**src/rtl/usb_host_bus_master.sv**
```systemverilog
// Host-side burst initiator for the 8-bit parallel USB register bus (address/data/rdn/wrn/cen cycles).
// Optional write-fetch timeout enabled by defining USB_HOST_BUS_MASTER_TIMEOUT_EN.
module usb_host_bus_master #(
    parameter int pADDR_WIDTH   = 21,
    parameter int pBYTECNT_SIZE = 7,
    parameter int pSETUP        = 1,
    parameter int pWR_STROBE    = 2,
    parameter int pRD_WAIT      = 4
) (
    input  logic                   usb_clk,
    input  logic                   rst,
    input  logic                   cmd_valid,
    output logic                   cmd_ready,
    input  logic                   cmd_write,
    input  logic [pADDR_WIDTH-1:0] cmd_addr,
    input  logic [7:0]             cmd_len,
    input  logic [7:0]             wr_data,
    input  logic                   wr_valid,
    output logic                   wr_ready,
    output logic [7:0]             rd_data,
    output logic                   rd_valid,
    output logic                   done,
    output logic                   rd_err,
`ifdef USB_HOST_BUS_MASTER_TIMEOUT_EN
    output logic                   wr_timeout,
`endif
    output logic [pADDR_WIDTH-1:0] bus_addr,
    output logic [7:0]             bus_wdata,
    input  logic [7:0]             bus_rdata,
    input  logic                   bus_isout,
    output logic                   bus_rdn,
    output logic                   bus_wrn,
    output logic                   bus_cen,
    output logic                   bus_alen
);

    typedef enum logic [2:0] {IDLE, WFETCH, SETUP, WSTB, RSTB, HOLD, DONE} state_t;

    localparam int CNT_W = 8;
    localparam int BC    = pBYTECNT_SIZE;

    state_t           state, next_state;
    logic [CNT_W-1:0] phase_cnt;
    logic [7:0]       remain;
    logic             is_write;
    logic             setup_last, wstb_last, rstb_last, cmd_accept;
    logic             cen_d, rdn_d, wrn_d, wr_ready_d, done_d;

    assign bus_alen   = 1'b1;
    assign cmd_ready  = (state == IDLE);
    assign cmd_accept = (state == IDLE) && cmd_valid;
    assign setup_last = (phase_cnt == CNT_W'(pSETUP - 1));
    assign wstb_last  = (phase_cnt == CNT_W'(pWR_STROBE - 1));
    assign rstb_last  = (phase_cnt == CNT_W'(pRD_WAIT - 1));

`ifdef USB_HOST_BUS_MASTER_TIMEOUT_EN
    logic [15:0] tmo_cnt;
    logic        tmo_hit;

    // Abort as the wait count reaches 0xFFFF, i.e. after 65535 cycles without a byte.
    assign tmo_hit = (state == WFETCH) && !wr_valid && (tmo_cnt == 16'hFFFE);

    always_ff @(posedge usb_clk) begin
        if (rst || state != WFETCH || wr_valid) tmo_cnt <= 16'd0;
        else                                    tmo_cnt <= tmo_cnt + 16'd1;
    end

    always_ff @(posedge usb_clk) begin
        if (rst)             wr_timeout <= 1'b0;
        else if (cmd_accept) wr_timeout <= 1'b0;
        else if (tmo_hit)    wr_timeout <= 1'b1;
    end
`endif

    always_ff @(posedge usb_clk) begin
        if (rst) state <= IDLE;
        else     state <= next_state;
    end

    always_comb begin
        next_state = state;
        case (state)
            IDLE:    if (cmd_valid) next_state = cmd_write ? WFETCH : SETUP;
            WFETCH: begin
                if (wr_valid) next_state = SETUP;
`ifdef USB_HOST_BUS_MASTER_TIMEOUT_EN
                else if (tmo_hit) next_state = DONE;
`endif
            end
            SETUP:   if (setup_last) next_state = is_write ? WSTB : RSTB;
            WSTB:    if (wstb_last) next_state = HOLD;
            RSTB:    if (rstb_last) next_state = HOLD;
            HOLD:    next_state = (remain == 8'd0) ? DONE : (is_write ? WFETCH : SETUP);
            DONE:    next_state = IDLE;
            default: next_state = IDLE;
        endcase
    end

    // Strobes are decoded from the upcoming state so the registered pins line up with it.
    always_comb begin
        cen_d      = !(next_state inside {WFETCH, SETUP, WSTB, RSTB, HOLD});
        rdn_d      = (next_state != RSTB);
        wrn_d      = (next_state != WSTB);
        wr_ready_d = (next_state == WFETCH);
        done_d     = (next_state == DONE);
    end

    always_ff @(posedge usb_clk) begin
        if (rst) begin
            bus_cen  <= 1'b1;
            bus_rdn  <= 1'b1;
            bus_wrn  <= 1'b1;
            wr_ready <= 1'b0;
            done     <= 1'b0;
        end else begin
            bus_cen  <= cen_d;
            bus_rdn  <= rdn_d;
            bus_wrn  <= wrn_d;
            wr_ready <= wr_ready_d;
            done     <= done_d;
        end
    end

    always_ff @(posedge usb_clk) begin
        if (rst) begin
            bus_addr  <= '0;
            bus_wdata <= 8'd0;
            rd_data   <= 8'd0;
            rd_valid  <= 1'b0;
            rd_err    <= 1'b0;
            remain    <= 8'd0;
            is_write  <= 1'b0;
            phase_cnt <= '0;
        end else begin
            rd_valid  <= 1'b0;
            phase_cnt <= (next_state != state) ? '0 : phase_cnt + CNT_W'(1);
            case (state)
                IDLE: if (cmd_valid) begin
                    is_write <= cmd_write;
                    bus_addr <= cmd_addr;
                    remain   <= cmd_len;
                    rd_err   <= 1'b0;
                end
                WFETCH: if (wr_valid) bus_wdata <= wr_data;
                RSTB: if (rstb_last) begin
                    rd_data  <= bus_rdata;
                    rd_valid <= 1'b1;
                    if (!bus_isout) rd_err <= 1'b1;
                end
                // Burst addressing wraps inside the byte-count field only.
                HOLD: if (remain != 8'd0) begin
                    remain            <= remain - 8'd1;
                    bus_addr[BC-1:0]  <= bus_addr[BC-1:0] + BC'(1);
                end
                default: ;
            endcase
        end
    end

endmodule

```
**config.mk**
```make
export PLATFORM = sky130hd
export DESIGN_NAME = usb_host_bus_master
export DESIGN_NICKNAME = d
export VERILOG_FILES = /design/src/rtl/usb_host_bus_master.sv
export SDC_FILE = /design/constraint.sdc
export NUM_CORES = 1
export LEC_CHECK = 0
export ABC_AREA = 1
export CORE_MARGIN = 4
export CORE_UTILIZATION = 40
export CTS_CLUSTER_SIZE = 28
export DETAILED_ROUTE_END_ITERATION = 8
export PLACE_DENSITY = 0.71
export SLEW_MARGIN = 20
export SYNTH_ARGS = -nofsm -noshare
export SYNTH_HDL_FRONTEND = slang
export SYNTH_SLANG_ARGS = --single-unit
export TNS_END_PERCENT = 10
```
**constraint.sdc**
```tcl
create_clock -name usb_clk -period 2.1 [get_ports usb_clk]
set_input_delay 0.42 -clock usb_clk [delete_from_list [all_inputs] [get_ports usb_clk]]
set_output_delay 0.42 -clock usb_clk [all_outputs]
set_load 0.1 [all_outputs]
```
==> flow_metrics.tcl <==
set metrics [dict create \
    dr.pass1.iters 4 \
    slowest_stage "dfxtp_1" \
    clock-sinks 64 \
    min-delay-path-class "reg -> reg" \
    path_clk_slew_ns 0.07 \
    place_congestion 0.834 \
    yosysSeqAreaShare_pct 43.9 \
    placed_cell_area_mm2 0.00388 \
    cts_buffer_depth 2 \
    core-area_mm2 0.00694 \
    critPathRequiredTime_ns 1.68 \
    grt_pass1_wl_um 12700 \
    syn-num-nets 452 \
    viasPerCell 4.90 \
    holdWs_ns 0.464 \
    fin_ws_ns 0.230 \
    finalCriticalPeriod_ns 1.87 \
    finalSetupTns_ns 0 \
    synth.top_cell.area_share_pct 43.9 \
    avgRoutedWirePerCell_um 12.8 \
    start_util_pct 42.0 \
    ys_ff_latch 64 \
    reg2reg_from "state[1]" \
    num_antenna_cells 0 \
    setup_viol 0 \
    finalInstanceArea_mm2 0.00414 \
    fillCellCount 647 \
    arrival_ns 1.45 \
    worstSetupPathType "reg -> out" \
    postCtsSetupRepairBufs 0 \
    ys.flop_type "dfxtp_1" \
    p_leak_uw 0.00183 \
    cts_resized 0 \
    fmax_mhz 535 \
    antenna_found_initial 0 \
    cts-root-buf "clkbuf_8" \
    h-tree-depth 3 \
    min_to "bus_addr[17]" \
    synth.largest_area_cell "dfxtp_1" \
    crit_chain "nor2_1 -> nand2_1 -> inv_2 -> buf_4 -> buf_12" \
    syn_inst 396 \
    syn_to_final_growth_pct 41.9 \
    end_kind "output pin" \
    synth_area_leaders "dfxtp_1 (44%), nand2_1 (9.3%), nor2_1 (8.6%), o21ai_0 (5.7%), a21oi_1 (4.8%)" \
    cts-buffers-inserted 9 \
    drc 0 \
    crit_path_max_incr_delay_ns 0.38 \
    worstSetupStartpointType "flop" \
    syn_area_per_cell_um2 7.36 \
    status "finished clean" \
    maxCapViolCount 0 \
    async_flop_share_pct 0 \
    routed_wl_um 7640 \
    fin_nets 552 \
    r2r-end "bus_addr[3]" \
    yosys_warnings 0 \
    syn_area_mm2 0.00292 \
    place_ws_ns 0.0555 \
    io_buffer_count 95 \
    hold_depth 2 \
    io_pins 97 \
    power-per-cell-area_mw_per_mm2 1260 \
    die_h_um 93.4 \
    report.final.slew_viol_count 0 \
    crit_fanout 15 \
    rsz0062_at_grt "false" \
    synth_edf_count 0 \
    die_w_um 93.4 \
    hpwl_um 5630 \
    drt_iter0_drc 162 \
    synth.distinct_cells 36 \
    hold_viol_final 0 \
    grt_use_total_pct 18.2 \
    grt_pass1_vias 2805 \
    die_area_mm2 0.00872 \
    drt.antenna.violating_nets 0 \
    hold_start "bus_addr[17]" \
    skew_ns 0.00787 \
    clkLatencyLatePin_ns 0.34 \
    peakVddDrop_v 0.000602 \
    drive_gt1_share_pct 18.0 \
    cts_hold_buffers 0 \
    vias 2925 \
    grt_overflow 0 \
    num_rows 30 \
    cts_tree "yes" \
    ff2ff_setup_slack_ns 0.32 \
    reg2reg_depth 10 \
    grt_max_degree 26 \
    finalCritPeriodShare_pct 89.0 \
]
==> cells by family after synthesis <==
logic type | count (synthesis) | share of synthesized area (%)
DFF | 64 | 43.9
other | 1 | 0.129
AOI/OAI and AO/OA | 76 | 14.3
and+or+nand+nor | 194 | 29.7
buffers and inverters | 46 | 6.70
xor gates and xnor gates | 10 | 3.00
adders and majority gates | 5 | 2.15
==> state kept, by name (all words and copies together), names as in the netlist, 3 cells and up <==
| name | flops |
|---|---|
| rd_data | 8 |
| state | 3 |
| phase_cnt | 8 |
| bus_addr | 21 |
| bus_wdata | 8 |
| remain | 8 |
==> metrics by stage <==
stage / util, % / power, uW / cells
floorplan: - / 3350 / 396
global placement: 55.9 / 3890 / 581
detailed placement: 55.9 / 3930 / 581
CTS: 59.6 / 5260 / 597
global route: 59.6 / 5520 / 597
finish: 59.6 / 5220 / 597
==> worst max-delay path by stage <==
stage	from	end	slack, ns
floorplan	state[0]	cmd_ready	-0.02
global placement	cmd_valid	bus_addr[3]	0.08
detailed placement	cmd_valid	bus_addr[3]	0.06
CTS	state[0]	cmd_ready	0.22
global route	state[1]	remain[6]	0.01
finish	state[0]	cmd_ready	0.23
==> routing by layer <==
layer / vias up / GRT usage, % / share of wire, %
li1: 1497 / - / -
met1: 1343 / 22.6 / 44
met2: 74 / 30.1 / 49
met3: 11 / 4.34 / 5.0
met4: 0 / 7.69 / 1.6
met5: - / 0 / 0
==> cell usage after synthesis, types with 5 or more instances <==
cell type  count
nand3_1       28
nor3_1        12
xor2_1         5
nand2_1       72
a21oi_1       28
ha_1           5
inv_1         25
o21ai_0       33
xnor2_1        5
nor2_1        67
dfxtp_1       64
clkbuf_1       8
==> power breakdown <==
part	switching, uW	internal (uW)
logic	1740	630
registers	143	1400
clock network	484	827
==> final cells by class <==
cell class                 count  area, um^2  share of cell area (%)
clock buffer                  10         138                    3.33
clock inverter                 6         115                    2.78
inverter                      29         109                    2.63
multi-input combinational    286        1440                    34.8
sequential                    64        1280                    31.0
tap                           96         120                    2.90
timing repair buffer         106         933                    22.6
==> cell usage in the layout (no fill, tap or decap), types with 3 or more instances in the layout <==
| master | Yosys | final |
|---|---|---|
| dfxtp_1 | 64 | 62 |
| a21oi_1 | 28 | 28 |
| xnor2_1 | 5 | 5 |
| a211oi_1 | 3 | 3 |
| nand3_1 | 28 | 28 |
| clkbuf_8 | 0 | 10 |
| ha_1 | 5 | 5 |
| nand2_1 | 72 | 72 |
| o21a_1 | 3 | 3 |
| xor2_1 | 5 | 5 |
| inv_2 | 4 | 4 |
| bufinv_16 | 0 | 3 |
| buf_4 | 3 | 55 |
| nand3_2 | 3 | 3 |
| nor2_1 | 67 | 67 |
| o21ai_0 | 33 | 33 |
| nand3_4 | 3 | 3 |
| inv_1 | 25 | 25 |
| nor3_1 | 12 | 12 |
| clkdlybuf4s50_1 | 0 | 50 |
==> worst max-delay path: cells and delay by family, from the launching register on <==
| family | cells | cell delay, ns |
|---|---|---|
| flip-flops | 1 | 0.38 |
| AND/OR/NAND/NOR | 2 | 0.25 |
| buffers and inverters | 3 | 0.49 |
(Power assumes the default switching activity.)
